===== src/rtl/imem_port_arbiter.sv =====
// Shares the single instruction-memory port between the fetch stage and the
// boot/debug loader, with a starvation counter that forces a loader grant.
module imem_port_arbiter #(
    parameter int unsigned XLEN       = 2,
    parameter int unsigned MEM_BYTES  = 1 << 20,
    parameter int unsigned STARVE_MAX = 4,
    parameter logic [31:0] NOP_INSTR  = 32'h0000_0013
) (
    input  logic                         i_clk,
    input  logic                         i_rst,
    input  logic                         i_f_req,
    input  logic [(1 << (XLEN+4))-1:0]   i_f_adr,
    output logic                         o_f_gnt,
    output logic                         o_f_rvalid,
    output logic [31:0]                  o_f_instr,
    output logic                         o_f_err,
    input  logic                         i_flush,
    input  logic                         i_l_req,
    input  logic [(1 << (XLEN+4))-1:0]   i_l_adr,
    input  logic [31:0]                  i_l_wdata,
    input  logic [3:0]                   i_l_be,
    output logic                         o_l_gnt,
    output logic                         o_l_done,
    output logic                         o_l_err,
    output logic [(1 << (XLEN+4))-1:0]   o_mem_adr,
    output logic                         o_mem_we,
    output logic [3:0]                   o_mem_be,
    output logic [31:0]                  o_mem_wdata,
    input  logic [31:0]                  i_mem_rdata,
    output logic [3:0]                   o_starve_cnt
);

    localparam int unsigned AW = 1 << (XLEN + 4);
    localparam logic [AW-1:0] LAST_WORD  = AW'(MEM_BYTES - 4);
    localparam logic [3:0]    STARVE_LIM = 4'(STARVE_MAX);

    typedef enum logic {ARB_F, ARB_L} arb_e;

    arb_e        state_q, state_d;
    logic [3:0]  starve_q, starve_d;
    logic        f_rvalid_q, f_rvalid_d;
    logic [31:0] f_instr_q, f_instr_d;
    logic        f_err_q, f_err_d;
    logic        l_done_q, l_done_d;
    logic        l_err_q, l_err_d;

    logic f_gnt, l_gnt, f_legal, l_legal;

    assign f_legal = (i_f_adr[1:0] == 2'b00) && (i_f_adr <= LAST_WORD);
    assign l_legal = (i_l_adr[1:0] == 2'b00) && (i_l_adr <= LAST_WORD);

    // Grant selection, starvation counter and next-state/response logic.
    always_comb begin
        f_gnt      = 1'b0;
        l_gnt      = 1'b0;
        starve_d   = 4'd0;
        state_d    = state_q;
        f_rvalid_d = 1'b0;
        f_instr_d  = f_instr_q;
        f_err_d    = f_err_q;
        l_done_d   = 1'b0;
        l_err_d    = l_err_q;

        if (state_q == ARB_L) begin
            l_gnt = i_l_req;
            f_gnt = i_f_req && !i_l_req;
        end else begin
            f_gnt = i_f_req;
            l_gnt = i_l_req && !i_f_req;
        end

        if (i_l_req && !l_gnt) begin
            starve_d = (starve_q >= STARVE_LIM) ? STARVE_LIM : starve_q + 4'd1;
        end

        // Switch in the same edge the counter saturates so the forced grant lands next cycle.
        case (state_q)
            ARB_F:   if (starve_d == STARVE_LIM) state_d = ARB_L;
            ARB_L:   if (l_gnt || !i_l_req)      state_d = ARB_F;
            default: state_d = ARB_F;
        endcase

        if (f_gnt) begin
            f_rvalid_d = 1'b1;
            f_instr_d  = f_legal ? i_mem_rdata : NOP_INSTR;
            f_err_d    = !f_legal;
        end

        if (l_gnt) begin
            l_done_d = 1'b1;
            l_err_d  = !l_legal;
        end
    end

    always_comb begin
        o_mem_adr   = i_f_adr;
        o_mem_we    = 1'b0;
        o_mem_be    = 4'b0000;
        o_mem_wdata = 32'd0;
        if (l_gnt) begin
            o_mem_adr   = i_l_adr;
            o_mem_we    = l_legal;
            o_mem_be    = i_l_be;
            o_mem_wdata = i_l_wdata;
        end
    end

    always_ff @(posedge i_clk or posedge i_rst) begin
        if (i_rst) begin
            state_q    <= ARB_F;
            starve_q   <= 4'd0;
            f_rvalid_q <= 1'b0;
            f_instr_q  <= 32'd0;
            f_err_q    <= 1'b0;
            l_done_q   <= 1'b0;
            l_err_q    <= 1'b0;
        end else begin
            state_q    <= state_d;
            starve_q   <= starve_d;
            f_rvalid_q <= f_rvalid_d;
            f_instr_q  <= f_instr_d;
            f_err_q    <= f_err_d;
            l_done_q   <= l_done_d;
            l_err_q    <= l_err_d;
        end
    end

    // Flush masks the response that is already registered for this cycle.
    assign o_f_rvalid   = f_rvalid_q && !i_flush;
    assign o_f_instr    = f_instr_q;
    assign o_f_err      = f_err_q;
    assign o_f_gnt      = f_gnt;
    assign o_l_gnt      = l_gnt;
    assign o_l_done     = l_done_q;
    assign o_l_err      = l_err_q;
    assign o_starve_cnt = starve_q;

endmodule


===== config.mk =====
export PLATFORM = sky130hd
export DESIGN_NAME = imem_port_arbiter
export DESIGN_NICKNAME = d
export VERILOG_FILES = /design/src/rtl/imem_port_arbiter.sv
export SDC_FILE = /design/constraint.sdc
export NUM_CORES = 1
export LEC_CHECK = 0
export ABC_CLOCK_PERIOD_IN_PS = 2960
export BUFFER_PORTS_ARGS = -buffer_cell sky130_fd_sc_hd__buf_2
export CORE_AREA = 2 2 133 135
export CTS_BUF_LIST = sky130_fd_sc_hd__clkbuf_8 sky130_fd_sc_hd__clkbuf_16
export CTS_CLUSTER_DIAMETER = 60
export CTS_CLUSTER_SIZE = 16
export DETAILED_ROUTE_END_ITERATION = 12
export DIE_AREA = 0 0 135 137
export HOLD_SLACK_MARGIN = 0.08
export PLACE_DENSITY = 0.48
export SLEW_MARGIN = 20
export SYNTH_ARGS = -nofsm -noshare
export SYNTH_HDL_FRONTEND = slang
export SYNTH_SLANG_ARGS = --single-unit

===== constraint.sdc =====
create_clock -name i_clk -period 2.96 [get_ports i_clk]
set_input_delay 0.148 -clock i_clk [delete_from_list [all_inputs] [get_ports i_clk]]
set_output_delay 0.148 -clock i_clk [all_outputs]
set_load 0.05 [all_outputs]

## After elaboration in Yosys (flattened, before gate mapping)

Index checks and enable logic that the tools add are counted.

- Flip-flop bits (word level): 41
- Input port bits: 201
- Logic and storage cells: 42

- Add/sub/neg operators: 1
- Order comparisons: 3
- Equality and inequality tests: 1
- Muxes and demuxes: 14
- Bitwise gates (word level): 1
- Reductions and logical operators: 15

Operators with widths:

| kind | number |
|---|---|
| 64-bit by 20-bit <= comparator with 1-bit output (second input constant) | 2 |
| 32-bit two-way mux | 2 |
| 64-bit two-way mux | 1 |
| 4-bit two-way mux | 3 |
| 1-bit two-way mux | 7 |
| 1-bit logical AND | 6 |
| 1-bit zero test | 6 |
| 4-bit by 1-bit adder with 4-bit output (second input constant) | 1 |
| 4-bit by 3-bit equality test with 1-bit output (second input constant) | 1 |
| 4-bit by 3-bit greater-or-equal comparator with 1-bit output (second input constant) | 1 |
| 2-bit zero test | 2 |
| 1-bit case mux with 2 select lines | 1 |
| 1-bit logical OR | 1 |
| 1-bit inverter | 1 |

## Depth between registers and ports, before layout

- Word-level depth: 9
- Gate-level depth with buffers: 7

## Least setup slack after synthesis

No wires, ideal clock.

- Path kind: reg-to-reg
- From: register state_q
- To: register l_err_q, in the netlist o_l_err
- Setup time: 0.202 ns
- Arrival: 2.384 ns
- Required time: 2.758 ns
- Slack: 0.374 ns
- Stages on the path, launching flop included: 6
- Buffers on the path: 1
- Period minus slack after synthesis: 2.586 ns
- Cell sequence: dfrtp_1 -> nand2b_1 -> clkbuf_1 -> nand4_1 -> nor4_1 -> nor2_1

- Word-level cells in the longest chain between the ends: 1

Ends and longest elaborated chain:

| item | line | RTL |
|---|---|---|
| from (decl) | 39 | `arb_e state_q, state_d;` |
| from (signal assigned) | 118 | `state_q <= state_d;` |
| 1-bit two-way mux | 64 | `if (state_q == ARB_L) begin` |
| to (signal assigned) | 124 | `l_err_q <= l_err_d;` |
| to (decl) | 45 | `logic l_err_q, l_err_d;` |

No other way between the ends.
A chain may end at the register's enable or synchronous reset.

## Worst setup path in the final report

- From: register state_q
- To: output o_mem_we

- Word-level cells in the longest chain between the ends: 2

Ends and longest elaborated chain:

| item | line | RTL |
|---|---|---|
| 1-bit two-way mux | 64 |  |
| 1-bit two-way mux | 100 | `if (l_gnt) begin` |
| to (decl) | 26 | `output logic o_mem_we,` |

No other way between the ends.

==> flow_results.org <==
** Die
- DIE AREA :: 18,500 sq um
- Starting density of the core :: 16.0%
- I/O pin count :: 344
- Standard-cell rows :: 48
- In this run the standard cell core region covers 17,100 sq um.
- The die is 137 um tall.
- Horizontal extent of the die :: 135 um

** Clock network
- Number of clock buffers inserted by TritonCTS :: 5
- Maximum root-to-sink buffer count :: 2
- Clock tree synthesis selected as its root buffer the cell clkbuf_16.
- For this design, the CTS-stage hold fixing added 15 buffers.
- Clock-pin slew was measured on the worst setup and hold paths at 0.06 ns.
- Clock Sink Count :: 41
- TritonCTS built the clock tree.
- Number of post-CTS setup repair buffers :: 0
- Clock latency on the worst-skew pair :: 0.28 ns
- Post-CTS repair changed the size of 0 cells.
- Number of levels in the clock H-tree :: 2

** Synthesis
- Post-Synthesis Net Count :: 456
- Synthesized flop and latch total :: 41
- The biggest area contributor in the post-synthesis netlist is dfrtp_1.
- Largest cells by area after synthesis :: dfrtp_1, mux2_2, a22o_1, and3_1, nor4_1
- Cell variety after synth :: 25
- Yosys top cell area share :: 37.6%
- A synthesized cell averages 10.7 sq um.
- In this run the cell area of the synthesized design comes to 2730 sq um.
- Count of warnings emitted by yosys :: 0
- The share of the Yosys chip area taken by registers is 37.6%.
- Instance count of the mapped netlist :: 254

** Detailed routing
- Dividing the detail-routed wire length by the instance count gives 17.9 um.
- The routed layout has 3,517 vias.
- DRC violation count after routing :: 0
- The first detailed-routing pass took 4 iterations.
- After the first detailed-routing iteration, the DRC count stood at 83.
- Number of vias per cell after detailed routing :: 4.23
- Number of routed nets with antenna violations :: 0
- The routed design has 14.9 mm of wire.

** Critical path
- The most critical setup path has its startpoint at state_q$_DFF_PP0_.
- Required time of the critical path :: 2.81 ns
- End of the worst register-to-register path :: o_f_instr[30]$_DFFE_PP0P_
- STA classifies the critical path startpoint as a register.
- Arrival time of data at the critical path endpoint :: 2.02 ns
- Critical path start-end classification :: reg -> out
- For flop-to-flop paths, the worst setup slack is 1.24 ns.
- The critical path ends at o_mem_we.
- R2r worst-path depth :: 7
- Worst Path Max Fanout :: 37
- Critical register-to-register path startpoint :: state_q$_DFF_PP0_
- Critical path endpoint category :: output port

** Placement
- Placed insts :: 806
- During placement, the flow inserted port buffers numbering 343.
- Detailed placement ended at an HPWL of 12.5 mm.
- The congestion estimate from routability-driven global placement came to 0.846.

** GRT
- Final global-route overflow total :: 0
- Largest net degree at the start of global routing :: 68
- The first global-routing pass estimated 20.8 mm of wire.
- The number of antenna violations at the first check in global routing came to 2.
- Global routing used 14.8% of the available tracks.
- The via count of the first global-routing pass was 3,414.

** Final layout
- Ratio of cells with drive above 1 in the final layout :: 70.4%
- The sequential cells in the finished layout cover a total of 1030 sq um.
- In the final layout, the multi-input gates occupy 1570 sq um.
- Most frequent cells in the layout :: buf_2, mux2_2, dfrtp_1
- Relative to the synthesized area, the layout overhead comes to 82.4%.
- After filler insertion, the fill cell instance count of the layout stands at 1,896.
- Most common cell after layout, fill and taps aside :: buf_2
- Non-filler instance count after layout :: 831
- # nets final :: 806

** Pwr
- IR analysis of the VDD net gives a maximum drop of 0.000229 V.
- The design draws 1940 uW.
- Power per standard cell area :: 390 nW/um^2
- Summed over all cells, the static leakage comes to 0.00279 uW.

** Timing
- Relative slew slack :: 57.6%
- After layout, the minimum clock period comes to 2.16 ns.
- Hold violation total from the final report :: 0
- Final worst path period share :: 73.1%
- Final total negative setup slack :: 0 ns
- Unrepaired setup endpoints after global routing :: false
- Worst clock skew :: 0.00272 ns
- Setup violations remaining at the end of the flow were counted as 0.
- For the pin with the worst max-slew slack, the measured transition is 0.630 ns.
- Slew Viols, Final :: 0
- Upper clock frequency limit :: 462 MHz

** Hold path
- Hold-critical path depth :: 2
- The tightest min-delay check is of the in -> reg type.

** Outcome
- The run finished with clean final reports.

** Flow run
- The tool flagged a number of max-cap violations equal to 0.
-- synthesized netlist by cell type --
master     n
and3_1    36
buf_6      3
nor4_1    20
inv_1      5
nand2b_1   1
nor4b_1    1
nor4_2     4
clkbuf_1  12
nand2_1    4
o31a_1     1
ha_1       1
and2_1     1
nor2_1    10
a22o_1    29
dfrtp_1   41
nor4_4     1
a21oi_1    3
conb_1     1
nand3_1    1
nor2b_1    2
nand3b_1   1
mux2_2    64
nand4_1    5
buf_2      6
nor3_1     1
-- per-layer routing --
layer	routed length (um)	global-route usage, %	up-vias
met2	7440	25.3	198
met1	5880	18.3	1622
met5	7	0	-
met3	1240	3.93	17
li1	-	-	1678
met4	305	4.28	2
-- area by class of cell --
cell class | count | area share [%]
Clock inverter | 3 | 0.352
Antenna cell | 1 | 0.0503
Multi-Input combinational cell | 187 | 31.6
Clock buffer | 5 | 2.52
Timing Repair Buffer | 364 | 38.8
Tap cell | 225 | 5.66
Inverter | 5 | 0.378
Sequential cell | 41 | 20.6
-- flip-flops by register name, indices dropped and copies added, names as in the netlist --
signal,flops
f_rvalid_q,1
o_f_err,1
o_f_instr,32
o_l_done,1
o_l_err,1
o_starve_cnt,4
state_q,1
-- report_power, final --
group          switching [uW]  total, uW  leakage [uW]  internal (uW)
registers                3.34        568      0.000540            565
logic                     576        842       0.00218            266
clock network             217        526     0.0000696            309
total                     796       1940       0.00279           1140
-- metrics by stage --
step,hold WS (ns),utilization [%],instance area [sq um],setup WS (ns)
after floorplan,0.272,-,2730,0.374
after global placement,0.118,27.4,4670,0.668
after detailed placement,0.120,27.4,4670,0.744
after CTS,0.0803,29.1,4960,0.738
after global routing,0.0806,29.1,4970,0.573
final,0.0813,29.1,4970,0.796
-- how the worst min path moves through the flow --
stage | from | to
floorplan | i_mem_rdata[0] | o_f_instr[0]$_DFFE_PP0P_
global placement | i_rst | o_f_instr[29]$_DFFE_PP0P_
detailed placement | i_rst | o_f_instr[25]$_DFFE_PP0P_
CTS | i_mem_rdata[23] | o_f_instr[23]$_DFFE_PP0P_
global route | i_mem_rdata[3] | o_f_instr[3]$_DFFE_PP0P_
finish | i_mem_rdata[23] | o_f_instr[23]$_DFFE_PP0P_
-- logic make-up (layout without fill, tap and decap cells) --
logic type               after synthesis  in the layout  synth area share, %
other                                  1              2                0.138
adder cells (fa/ha/maj)                1              1                0.459
AND/OR/NAND/NOR                       88             88                 20.4
AO/OA/AOI/OAI                         33             33                 10.2
flip-flops                            41             41                 37.6
buffers and inverters                 26            377                 4.68
multiplexers                          64             64                 26.4
-- worst max-delay path, stage by stage, from the launching register on --
cell      delay (ns)
dfrtp_1         0.35
nand2b_1        0.13
buf_4           0.28
nand4_1         0.14
nor4_1          0.44
buf_2           0.37
Power figures use the tool's default switching activity.
